$ cat config.mk
export PLATFORM = sky130hd
export DESIGN_NAME = regfile_wb_ctrl
export DESIGN_NICKNAME = d
export VERILOG_FILES = /design/src/rtl/regfile_pkg.sv /design/src/rtl/regfile_wb_ctrl_arb.sv /design/src/rtl/regfile_wb_ctrl.sv
export SDC_FILE = /design/constraint.sdc
export NUM_CORES = 1
export LEC_CHECK = 0
export ABC_CLOCK_PERIOD_IN_PS = 1800
export CAP_MARGIN = 20
export CORE_ASPECT_RATIO = 1.1
export CORE_MARGIN = 2
export CORE_UTILIZATION = 38
export DETAILED_ROUTE_END_ITERATION = 8
export GPL_ROUTABILITY_DRIVEN = 0
export PLACE_DENSITY_LB_ADDON = 0.12
export SLEW_MARGIN = 10
export SYNTH_ARGS = -nofsm -noshare
export SYNTH_HDL_FRONTEND = slang
export SYNTH_SLANG_ARGS = --single-unit
$ cat constraint.sdc
create_clock -name clock -period 1.8 [get_ports clock]
set_clock_uncertainty 0.05 [all_clocks]
set_input_delay 0.27 -clock clock [delete_from_list [all_inputs] [get_ports clock]]
set_output_delay 0.27 -clock clock [all_outputs]
set_load 0.01 [all_outputs]
$ cat src/rtl/regfile_pkg.sv
// ---------------------------------------------------------------------------
// regfile_pkg
// Shared definitions for the general-purpose register file write path:
// address width, register count, the hard-wired zero register and the
// write-port controller state type.
// ---------------------------------------------------------------------------
package regfile_pkg;

   localparam int unsigned REG_ADDR_W = 5;
   localparam int unsigned NUM_REGS   = 32;

   // Register 0 reads as a constant; writes to it are swallowed in RUN.
   localparam logic [REG_ADDR_W-1:0] ZERO_REG = '0;

   // The init counter needs one extra bit: it counts 0..NUM_REGS so that the
   // cycle after the last init write can be told apart from the write itself.
   localparam int unsigned             INIT_CNT_W = REG_ADDR_W + 1;
   localparam logic [INIT_CNT_W-1:0]   INIT_END   = INIT_CNT_W'(NUM_REGS);

   typedef enum logic {
      INIT = 1'b0,
      RUN  = 1'b1
   } wb_state_t;

endpackage

$ cat src/rtl/regfile_wb_ctrl_arb.sv
// ---------------------------------------------------------------------------
// wb_arb2
// Two-way writeback arbiter: turns a pair of valids into a one-hot (or zero)
// grant. Bit 0 is requester 0 (load/store unit), bit 1 is requester 1 (ALU).
//
// Build option:
//   REGFILE_WB_RR_EN defined   - round-robin: on a tie, the requester that was
//                                not granted most recently wins. The pointer
//                                moves only on a completed handshake and is
//                                cleared (req0 preferred) by reset and clear.
//   REGFILE_WB_RR_EN undefined - fixed priority, req0 wins every tie; no state.
//
// Ports:
//   valid   in  2  request valids {req1, req0}
//   clock   in  1  (RR only) system clock
//   reset_n in  1  (RR only) asynchronous active-low reset
//   clear   in  1  (RR only) synchronous pointer reset
//   advance in  1  (RR only) a granted request completed its handshake
//   grant   out 2  one-hot grant, never set for an invalid requester
// ---------------------------------------------------------------------------
module wb_arb2 (
   input  logic [1:0] valid,
`ifdef REGFILE_WB_RR_EN
   input  logic       clock,
   input  logic       reset_n,
   input  logic       clear,
   input  logic       advance,
`endif
   output logic [1:0] grant
);

`ifdef REGFILE_WB_RR_EN
   // High when requester 1 should win the next tie.
   logic prefer1;

   always_ff @(posedge clock or negedge reset_n) begin
      if (!reset_n) begin
         prefer1 <= 1'b0;
      end else if (clear) begin
         prefer1 <= 1'b0;
      end else if (advance) begin
         // Whoever was just served yields the next tie.
         prefer1 <= grant[0];
      end
   end

   always_comb begin
      grant = '0;
      if (valid[0] && (!valid[1] || !prefer1)) begin
         grant[0] = 1'b1;
      end else if (valid[1]) begin
         grant[1] = 1'b1;
      end
   end
`else
   always_comb begin
      grant    = '0;
      grant[0] = valid[0];
      grant[1] = valid[1] & ~valid[0];
   end
`endif

endmodule

$ cat src/rtl/regfile_wb_ctrl.sv
// ---------------------------------------------------------------------------
// regfile_wb_ctrl
// Write-port controller for the 32-entry register file. After reset (or a
// clear in RUN) it writes INIT_VALUE to every register, one per cycle, then
// shares the single write port between the load/store unit (req0) and the
// ALU (req1) with valid/ready handshakes. Accepted writes appear on the
// rf_write_* outputs one cycle after acceptance. Writes to register 0 are
// accepted but never reach the register file.
//
// Build option: REGFILE_WB_RR_EN selects round-robin arbitration (see wb_arb2);
// without it req0 has fixed priority.
//
// Parameters:
//   WORD_SIZE   width of write data
//   INIT_VALUE  value written to every register during initialization
//
// Ports:
//   clock            in   1          system clock, rising edge
//   reset_n          in   1          asynchronous active-low reset
//   clear            in   1          re-run initialization (ignored in INIT)
//   req0_valid       in   1          requester 0 has a writeback pending
//   req0_addr        in   5          requester 0 destination register
//   req0_data        in   WORD_SIZE  requester 0 writeback data
//   req0_ready       out  1          requester 0 accepted this cycle
//   req1_*                           same as req0_*, for requester 1
//   rf_write_enable  out  1          register file write enable
//   rf_write_addr    out  5          register file write address
//   rf_write_data    out  WORD_SIZE  register file write data
//   init_done        out  1          initialization complete
// ---------------------------------------------------------------------------
module regfile_wb_ctrl
   import regfile_pkg::*;
#(
   parameter int unsigned           WORD_SIZE  = 32,
   parameter logic [WORD_SIZE-1:0]  INIT_VALUE = '0
) (
   input  logic                   clock,
   input  logic                   reset_n,
   input  logic                   clear,
   input  logic                   req0_valid,
   input  logic [REG_ADDR_W-1:0]  req0_addr,
   input  logic [WORD_SIZE-1:0]   req0_data,
   output logic                   req0_ready,
   input  logic                   req1_valid,
   input  logic [REG_ADDR_W-1:0]  req1_addr,
   input  logic [WORD_SIZE-1:0]   req1_data,
   output logic                   req1_ready,
   output logic                   rf_write_enable,
   output logic [REG_ADDR_W-1:0]  rf_write_addr,
   output logic [WORD_SIZE-1:0]   rf_write_data,
   output logic                   init_done
);

   wb_state_t              state, state_nxt;
   logic [INIT_CNT_W-1:0]  counter, counter_nxt;
   logic                   we_nxt;
   logic [REG_ADDR_W-1:0]  addr_nxt;
   logic [WORD_SIZE-1:0]   data_nxt;
   logic                   done_nxt;

   logic [1:0]             grant;
   logic                   accept_ok;
   logic                   hs0, hs1;
   logic [REG_ADDR_W-1:0]  sel_addr;
   logic [WORD_SIZE-1:0]   sel_data;

   // ------------------------------------------------------------------
   // Arbitration and handshakes
   // ------------------------------------------------------------------
`ifdef REGFILE_WB_RR_EN
   logic handshake;
   logic arb_clear;

   assign handshake = hs0 | hs1;
   assign arb_clear = clear & (state == RUN);
`endif

   wb_arb2 u_arb (
      .valid   ({req1_valid, req0_valid}),
`ifdef REGFILE_WB_RR_EN
      .clock   (clock),
      .reset_n (reset_n),
      .clear   (arb_clear),
      .advance (handshake),
`endif
      .grant   (grant)
   );

   // A clear edge must not also complete a handshake, so the readies are
   // masked by clear as well as init_done.
   assign accept_ok  = init_done & ~clear;
   assign req0_ready = accept_ok & grant[0];
   assign req1_ready = accept_ok & grant[1];

   assign hs0 = req0_valid & req0_ready;
   assign hs1 = req1_valid & req1_ready;

   assign sel_addr = hs0 ? req0_addr : req1_addr;
   assign sel_data = hs0 ? req0_data : req1_data;

   // ------------------------------------------------------------------
   // State and output registers
   // ------------------------------------------------------------------
   always_ff @(posedge clock or negedge reset_n) begin
      if (!reset_n) begin
         state           <= INIT;
         counter         <= '0;
         rf_write_enable <= 1'b0;
         rf_write_addr   <= '0;
         rf_write_data   <= '0;
         init_done       <= 1'b0;
      end else begin
         state           <= state_nxt;
         counter         <= counter_nxt;
         rf_write_enable <= we_nxt;
         rf_write_addr   <= addr_nxt;
         rf_write_data   <= data_nxt;
         init_done       <= done_nxt;
      end
   end

   // ------------------------------------------------------------------
   // Next-state and registered-output logic
   // ------------------------------------------------------------------
   always_comb begin
      state_nxt   = state;
      counter_nxt = counter;
      we_nxt      = 1'b0;
      addr_nxt    = rf_write_addr;
      data_nxt    = rf_write_data;
      done_nxt    = init_done;

      unique case (state)
         INIT: begin
            if (counter == INIT_END) begin
               // Last init write (address 31) is on the outputs now; the
               // register file commits it on this edge.
               state_nxt = RUN;
               done_nxt  = 1'b1;
            end else begin
               we_nxt      = 1'b1;
               addr_nxt    = counter[REG_ADDR_W-1:0];
               data_nxt    = INIT_VALUE;
               counter_nxt = counter + 1'b1;
            end
         end

         RUN: begin
            if (clear) begin
               state_nxt   = INIT;
               counter_nxt = '0;
               done_nxt    = 1'b0;
            end else if ((hs0 || hs1) && (sel_addr != ZERO_REG)) begin
               // Accepted writes to register 0 leave the outputs untouched.
               we_nxt   = 1'b1;
               addr_nxt = sel_addr;
               data_nxt = sel_data;
            end
         end

         default: begin
            state_nxt = INIT;
         end
      endcase
   end

endmodule

# ---- After elaboration in Yosys (flattened, before gate mapping)
# Cells that the tools add are included.
dict set report word_totals {
  in_bits 79
  regBits 46
  elab_cells 51
}
dict set report op_classes {
  n_reduce_logical 6
  muxes 23
  n_addsub 1
  eq_ne 6
  bitwise_logic 9
}
# operator count
set op_table {}
lappend op_table {{32-bit two-way mux} 4}
lappend op_table {{32-bit one-hot mux with 2 select lines} 1}
lappend op_table {{5-bit two-way mux} 4}
lappend op_table {{6-bit two-way mux} 2}
lappend op_table {{6-bit one-hot mux with 2 select lines} 1}
lappend op_table {{5-bit one-hot mux with 2 select lines} 1}
lappend op_table {{2-bit inequality test (second input constant)} 4}
lappend op_table {{1-bit two-way mux} 7}
lappend op_table {{6-bit by 1-bit adder with 6-bit output (second input constant)} 1}
lappend op_table {{1-bit AND} 6}
lappend op_table {{6-bit equality test (second input constant)} 1}
lappend op_table {{1-bit one-hot mux with 2 select lines} 3}
lappend op_table {{5-bit nonzero test} 1}
lappend op_table {{2-bit AND reduction} 2}
lappend op_table {{1-bit inverter} 3}
lappend op_table {{3-bit AND reduction} 1}
lappend op_table {{2-bit by 1-bit inequality test with 1-bit output (second input constant)} 1}
lappend op_table {{1-bit logical AND} 1}
lappend op_table {{1-bit logical OR} 1}

# ---- Depth between registers and ports, before layout
dict set report logic_depth {
  word_depth 10
  ltp_mapped 7
}

# ---- By module
# From an unflattened synthesis, not the netlist that was laid out.
dict set report unflattened {
  cells_unflattened 228
  hier_area_um2 2502.4
}
# mod seq_area_each_um2 n_inst cells_per_inst area_per_inst_um2
set by_module_without_submodules {}
lappend by_module_without_submodules {regfile_wb_ctrl 1151.1 1 226 2481.1}
lappend by_module_without_submodules {wb_arb2 0.0 1 2 21.3}

# ---- Least setup slack after synthesis
# OpenSTA, ideal clock, no wires.
dict set report synth_timing {
  path_kind {register to register}
  start {reg counter[0]}
  end {reg rf_write_data[10]}
  required_ns 1.671
  setup_ns 0.079
  path_stages_with_launch 8
  synth_period_minus_slack_ns 1.756
  t_arrival_ns 1.626
  slack_ns 0.044
  path_cell_list {dfrtp_1 > inv_1 > ha_1 > nor3b_1 > a21o_1 > buf_1 > nand2_1 > mux2i_1}
}
dict set report synth_between {
  elab_chain_cells 3
}
# element line_no
set synth_lines {}
lappend synth_lines {{start, declared} regfile_wb_ctrl.sv:55} ;# logic [INIT_CNT_W-1:0] counter, counter_nxt;
lappend synth_lines {{start signal, assigned} regfile_wb_ctrl.sv:114} ;# counter <= counter_nxt;
lappend synth_lines {{6-bit equality test} regfile_wb_ctrl.sv:135} ;# if (counter == INIT_END) begin
lappend synth_lines {{2-bit inequality test (no source line)} --}
lappend synth_lines {{3-bit AND reduction (no source line)} --}
lappend synth_lines {{end signal, assigned} regfile_wb_ctrl.sv:117} ;# rf_write_data <= data_nxt;
lappend synth_lines {{end, declared} regfile_wb_ctrl.sv:50} ;# output logic [WORD_SIZE-1:0] rf_write_data,
# No other way between the ends.
# A chain may end at the register's enable or synchronous reset.

# ---- Worst setup path after layout
dict set report layout_timing {
  start {reg init_done}
  end {reg rf_write_data[9]}
}
dict set report layout_between {
  elab_chain_cells 8
  word_cells_on_any_way 15
}
# element line_no
set layout_lines {}
lappend layout_lines {{start, declared} regfile_wb_ctrl.sv:51} ;# output logic init_done
lappend layout_lines {{start signal, assigned} regfile_wb_ctrl.sv:118} ;# init_done <= done_nxt;
lappend layout_lines {{1-bit AND *} regfile_wb_ctrl.sv:91} ;# assign accept_ok = init_done & ~clear;
lappend layout_lines {{1-bit AND} regfile_wb_ctrl.sv:92} ;# assign req0_ready = accept_ok & grant[0];
lappend layout_lines {{1-bit AND} regfile_wb_ctrl.sv:95} ;# assign hs0 = req0_valid & req0_ready;
lappend layout_lines {{5-bit two-way mux} regfile_wb_ctrl.sv:98} ;# assign sel_addr = hs0 ? req0_addr : req1_addr;
lappend layout_lines {{5-bit nonzero test} regfile_wb_ctrl.sv:153} ;# end else if ((hs0 || hs1) && (sel_addr != ZERO_REG)) begin
lappend layout_lines {{1-bit logical AND} regfile_wb_ctrl.sv:153}
lappend layout_lines {{2-bit by 1-bit inequality test with 1-bit output (no source line)} --}
lappend layout_lines {{3-bit AND reduction (no source line)} --}
# Every way passes the cells marked *; elsewhere a longest branch is shown, timed or not. The select of a mux whose other input is x is not followed.

==> impl_summary.txt <==
----------------------------------------------------
[Run status]
  Result of the run ... finished clean

[Final layout]
  # nets final ... 501
  Share of cells above drive strength 1 ... 0.183
  Antenna Cells ... 0
  Design Area, Final ... 4400 um^2
  Utilization after layout ... 0.627
  Signed area change from the synthesized netlist to the final layout ... 60.3%

[Floorplan]
  Height of the die ... 93.1 um
  Standard cell core area ... 7010 um^2
  Number of primary I/O pins ... between 100 and 150
  Die area ... 7910 um^2
  Number of placement rows ... 32
  Initial core utilization ... 0.391
  Horiz. Die Dim ... 85.0 um

[Global route]
  Number of global-route vias before repair ... 2536
  First-pass GRT wire length ... 12200 um
  Initial antenna violation count ... 0
  Total GRT Usage ... 0.189
  Maximum number of pins on one net before global-route repair ... 25
  Total grt overflow ... 0

[Detailed routing]
  Routed Antenna Nets ... 0
  Vias ... roughly 2600
  Final WL ... 7450 um
  Total iterations of the first detailed-routing run ... 4
  Detail-routed via count per cell ... ~5.1
  Routed wire length per instance ... 14.7 um
  Count of routing violations after the opening detailed-route iteration ... 96
  Drc violations ... 0

[Clocking]
  Maximum level of the CTS H-tree ... 2
  Clock tree root driver cell ... sky130_fd_sc_hd__clkbuf_8
  CTS tree ... built
  Number of buffers created by CTS ... 5
  Bufs on Longest Clock Path ... 2
  # clock sinks ... 46
  Clock-pin transition on the worst setup and hold timing paths ... around 0.090 ns
  Clock latency of the later-clocked register in the worst-skew pair ... 0.30 ns

[Placed design]
  Post-placement cell area ... roughly 4200 um^2
  # port buffers ... 119
  Final HPWL DP ... 5630 um
  Pre-CTS WS ... -0.438 ns

[Timing]
  Number of setup violations in the final report ... 0
  Final Max Slew Viols ... 0
  Summed negative setup slack over all endpoints ... 0 ns
  Transition time at the pin with the least slew margin ... between 0.5 and 0.6 ns
  RSZ-0062 raised after global routing ... yes
  Number of endpoints with negative hold slack in the final report ... 0
  Final cycle utilization of the critical path ... 0.949
  Setup slack after layout ... 0.0911 ns
  Worst max-slew margin expressed relative to the limit ... 0.618
  Min Clock Period, post-route ... 1.71 ns
  Highest clock rate ... slightly below 600 MHz

[Logic synthesis]
  Avg Synthesized Cell Area ... 10.1 um^2
  Area share of xor/xnor cells in the synthesized design ... 0.00639
  Synth top area cells ... sky130_fd_sc_hd__dfrtp_1, sky130_fd_sc_hd__mux2i_1, sky130_fd_sc_hd__mux2_2, sky130_fd_sc_hd__nand2_1, sky130_fd_sc_hd__buf_12
  Synth Area in Simple Gates ... 0.179
  Largest family of logic cells by synthesized area ... multiplexers
  Primary flip-flop cell chosen by synthesis mapping ... sky130_fd_sc_hd__dfrtp_1
  Leading post-synthesis cells by instance count ... sky130_fd_sc_hd__nand2_1, sky130_fd_sc_hd__dfrtp_1, sky130_fd_sc_hd__mux2i_1
  Area of the mapped netlist ... 2740 um^2
  Area share of the largest cell type after synthesis ... 0.420
  Complex-gate fraction of the synthesized area ... 0.0831
  Sequential share of the synthesized area ... 0.420
  Fraction of registers with async set/reset ... 1.00
  Number of synthesized register bits ... 46
  EDFF count, synth ... 0
  Adder-Cell Fraction of Synth Area ... 0.00913
  Cell taking the most area after synthesis ... sky130_fd_sc_hd__dfrtp_1
  Fraction of synthesized area in multiplexers ... 0.252
  Number of library cell types mapped by synthesis ... 44
  Number of nets in the synthesized netlist ... approximately 350
  Syn Inst Count ... roughly 270
  Most numerous cell in the Yosys netlist ... sky130_fd_sc_hd__nand2_1
  Synthesis Warnings ... 0

[Setup path]
  CP Capture Type ... flop
  Required time of the critical path ... 1.97 ns
  Element type at the critical path start ... flop
  Highest fanout seen on the critical path ... 14
  R2R cell count ... 5
  Worst endpoint data arrival time ... approximately 1.9 ns
  Worst Setup Path Type ... flop to flop
  Flop2flop setup slack ... 0.09 ns

[Pwr]
  Pwr Density ... 889 nW/um^2
  IR drop worst, VDD ... between 0.5 and 0.6 mV
  Total power draw ... between 3 and 4 mW
  LEAKAGE ... 2.09 nW

[Worst hold path]
  Worst Hold Depth ... 3
  Type of the worst min-delay path ... input pin to flop

[Job]
  Reported max-cap violation count ... 0

----------------------------------------------------
==> placed cells by master, fill, tap and decap left out, types with 3 or more instances in the layout <==
| cell | instances |
|---|---|
| sky130_fd_sc_hd__buf_4 | 32 |
| sky130_fd_sc_hd__clkdlybuf4s50_1 | 111 |
| sky130_fd_sc_hd__inv_1 | 7 |
| sky130_fd_sc_hd__clkbuf_8 | 5 |
| sky130_fd_sc_hd__mux2i_1 | 42 |
| sky130_fd_sc_hd__nor4_1 | 3 |
| sky130_fd_sc_hd__mux2_2 | 24 |
| sky130_fd_sc_hd__a21oi_1 | 3 |
| sky130_fd_sc_hd__nand2_1 | 63 |
| sky130_fd_sc_hd__dlygate4sd2_1 | 3 |
| sky130_fd_sc_hd__o21ai_0 | 6 |
| sky130_fd_sc_hd__nor2_1 | 6 |
| sky130_fd_sc_hd__nand3_1 | 5 |
| sky130_fd_sc_hd__nor3_1 | 7 |
| sky130_fd_sc_hd__buf_12 | 3 |
| sky130_fd_sc_hd__o22ai_1 | 3 |
| sky130_fd_sc_hd__dfrtp_1 | 46 |
==> state kept, by name, indices dropped and copies added (netlist names) <==
| register | cells |
|---|---|
| init_done | 1 |
| rf_write_addr | 5 |
| state | 1 |
| rf_write_data | 32 |
| counter | 6 |
| rf_write_enable | 1 |
==> critical path, cell delays in order (launching register included) <==
cell and delay (ns):
sky130_fd_sc_hd__dfrtp_1 0.40, sky130_fd_sc_hd__nand3b_4 0.09, sky130_fd_sc_hd__or4_4 0.51, sky130_fd_sc_hd__nand3_4 0.19, sky130_fd_sc_hd__buf_12 0.19, sky130_fd_sc_hd__mux2i_1 0.20
==> final timing paths <==
check,start,to
worst max-delay path,init_done$_DFFE_PN0P_,rf_write_data[9]$_DFFE_PN0P_
worst min-delay path,clear,counter[5]$_DFFE_PN0P_
worst max register to register,init_done$_DFFE_PN0P_,rf_write_data[9]$_DFFE_PN0P_
worst min register to register,rf_write_data[24]$_DFFE_PN0P_,rf_write_data[24]$_DFFE_PN0P_
max in group asynchronous,reset_n,rf_write_data[22]$_DFFE_PN0P_
min in group asynchronous,reset_n,rf_write_data[26]$_DFFE_PN0P_
==> timing repair <==
item	CTS	global route
endpoints found under the hold margin	22	0
gates resized for setup	9	6
buffers inserted	1	0
pin swaps	3	2
hold buffers	1	0
setup endpoints to repair	33	29
gates cloned	1	0
==> layout make-up <==
| type | count | area [um^2] |
|---|---|---|
| clock buffer | 7 | 76.3 |
| clock inverter | 1 | 30.0 |
| fill | 615 | 2610 |
| inverter | 7 | 26.3 |
| multi-input combinational | 203 | 1470 |
| sequential | 46 | 1150 |
| tap | 85 | 106 |
| timing repair buffer | 157 | 1540 |
==> logic make-up (layout without fill, tap and decap cells) <==
kind of cell	count (synthesis)	count (layout)
AND/OR/NAND/NOR	102	102
adder cells (fa/ha/maj)	2	2
XOR/XNOR	2	2
buffers and inverters	22	172
multiplexers	66	66
flip-flops	46	46
AO/OA/AOI/OAI	31	31
==> power by group <==
part | switching [mW] | internal, mW | leakage (nW)
logic | 0.838 | 0.948 | 1.42
registers | 0.154 | 1.20 | 0.618
clock network | 0.345 | 0.416 | 0.0524
==> metrics by stage <==
step           instances  hold WS, ns
2_1_floorplan        271      -0.0756
3_3_place_gp         495        0.243
3_5_place_dp         495        0.253
4_1_cts              506        0.458
5_1_grt              506        0.280
6_report             506        0.268
==> layer usage <==
metal | part of all wire | up-vias | track usage
met5 | 0 | - | 0
met4 | 0.016 | 0 | 0.0556
met3 | 0.060 | 10 | 0.0441
met2 | 0.51 | 81 | 0.331
met1 | 0.41 | 1237 | 0.230
li1 | - | 1260 | -
Power figures use the tool's default switching activity.
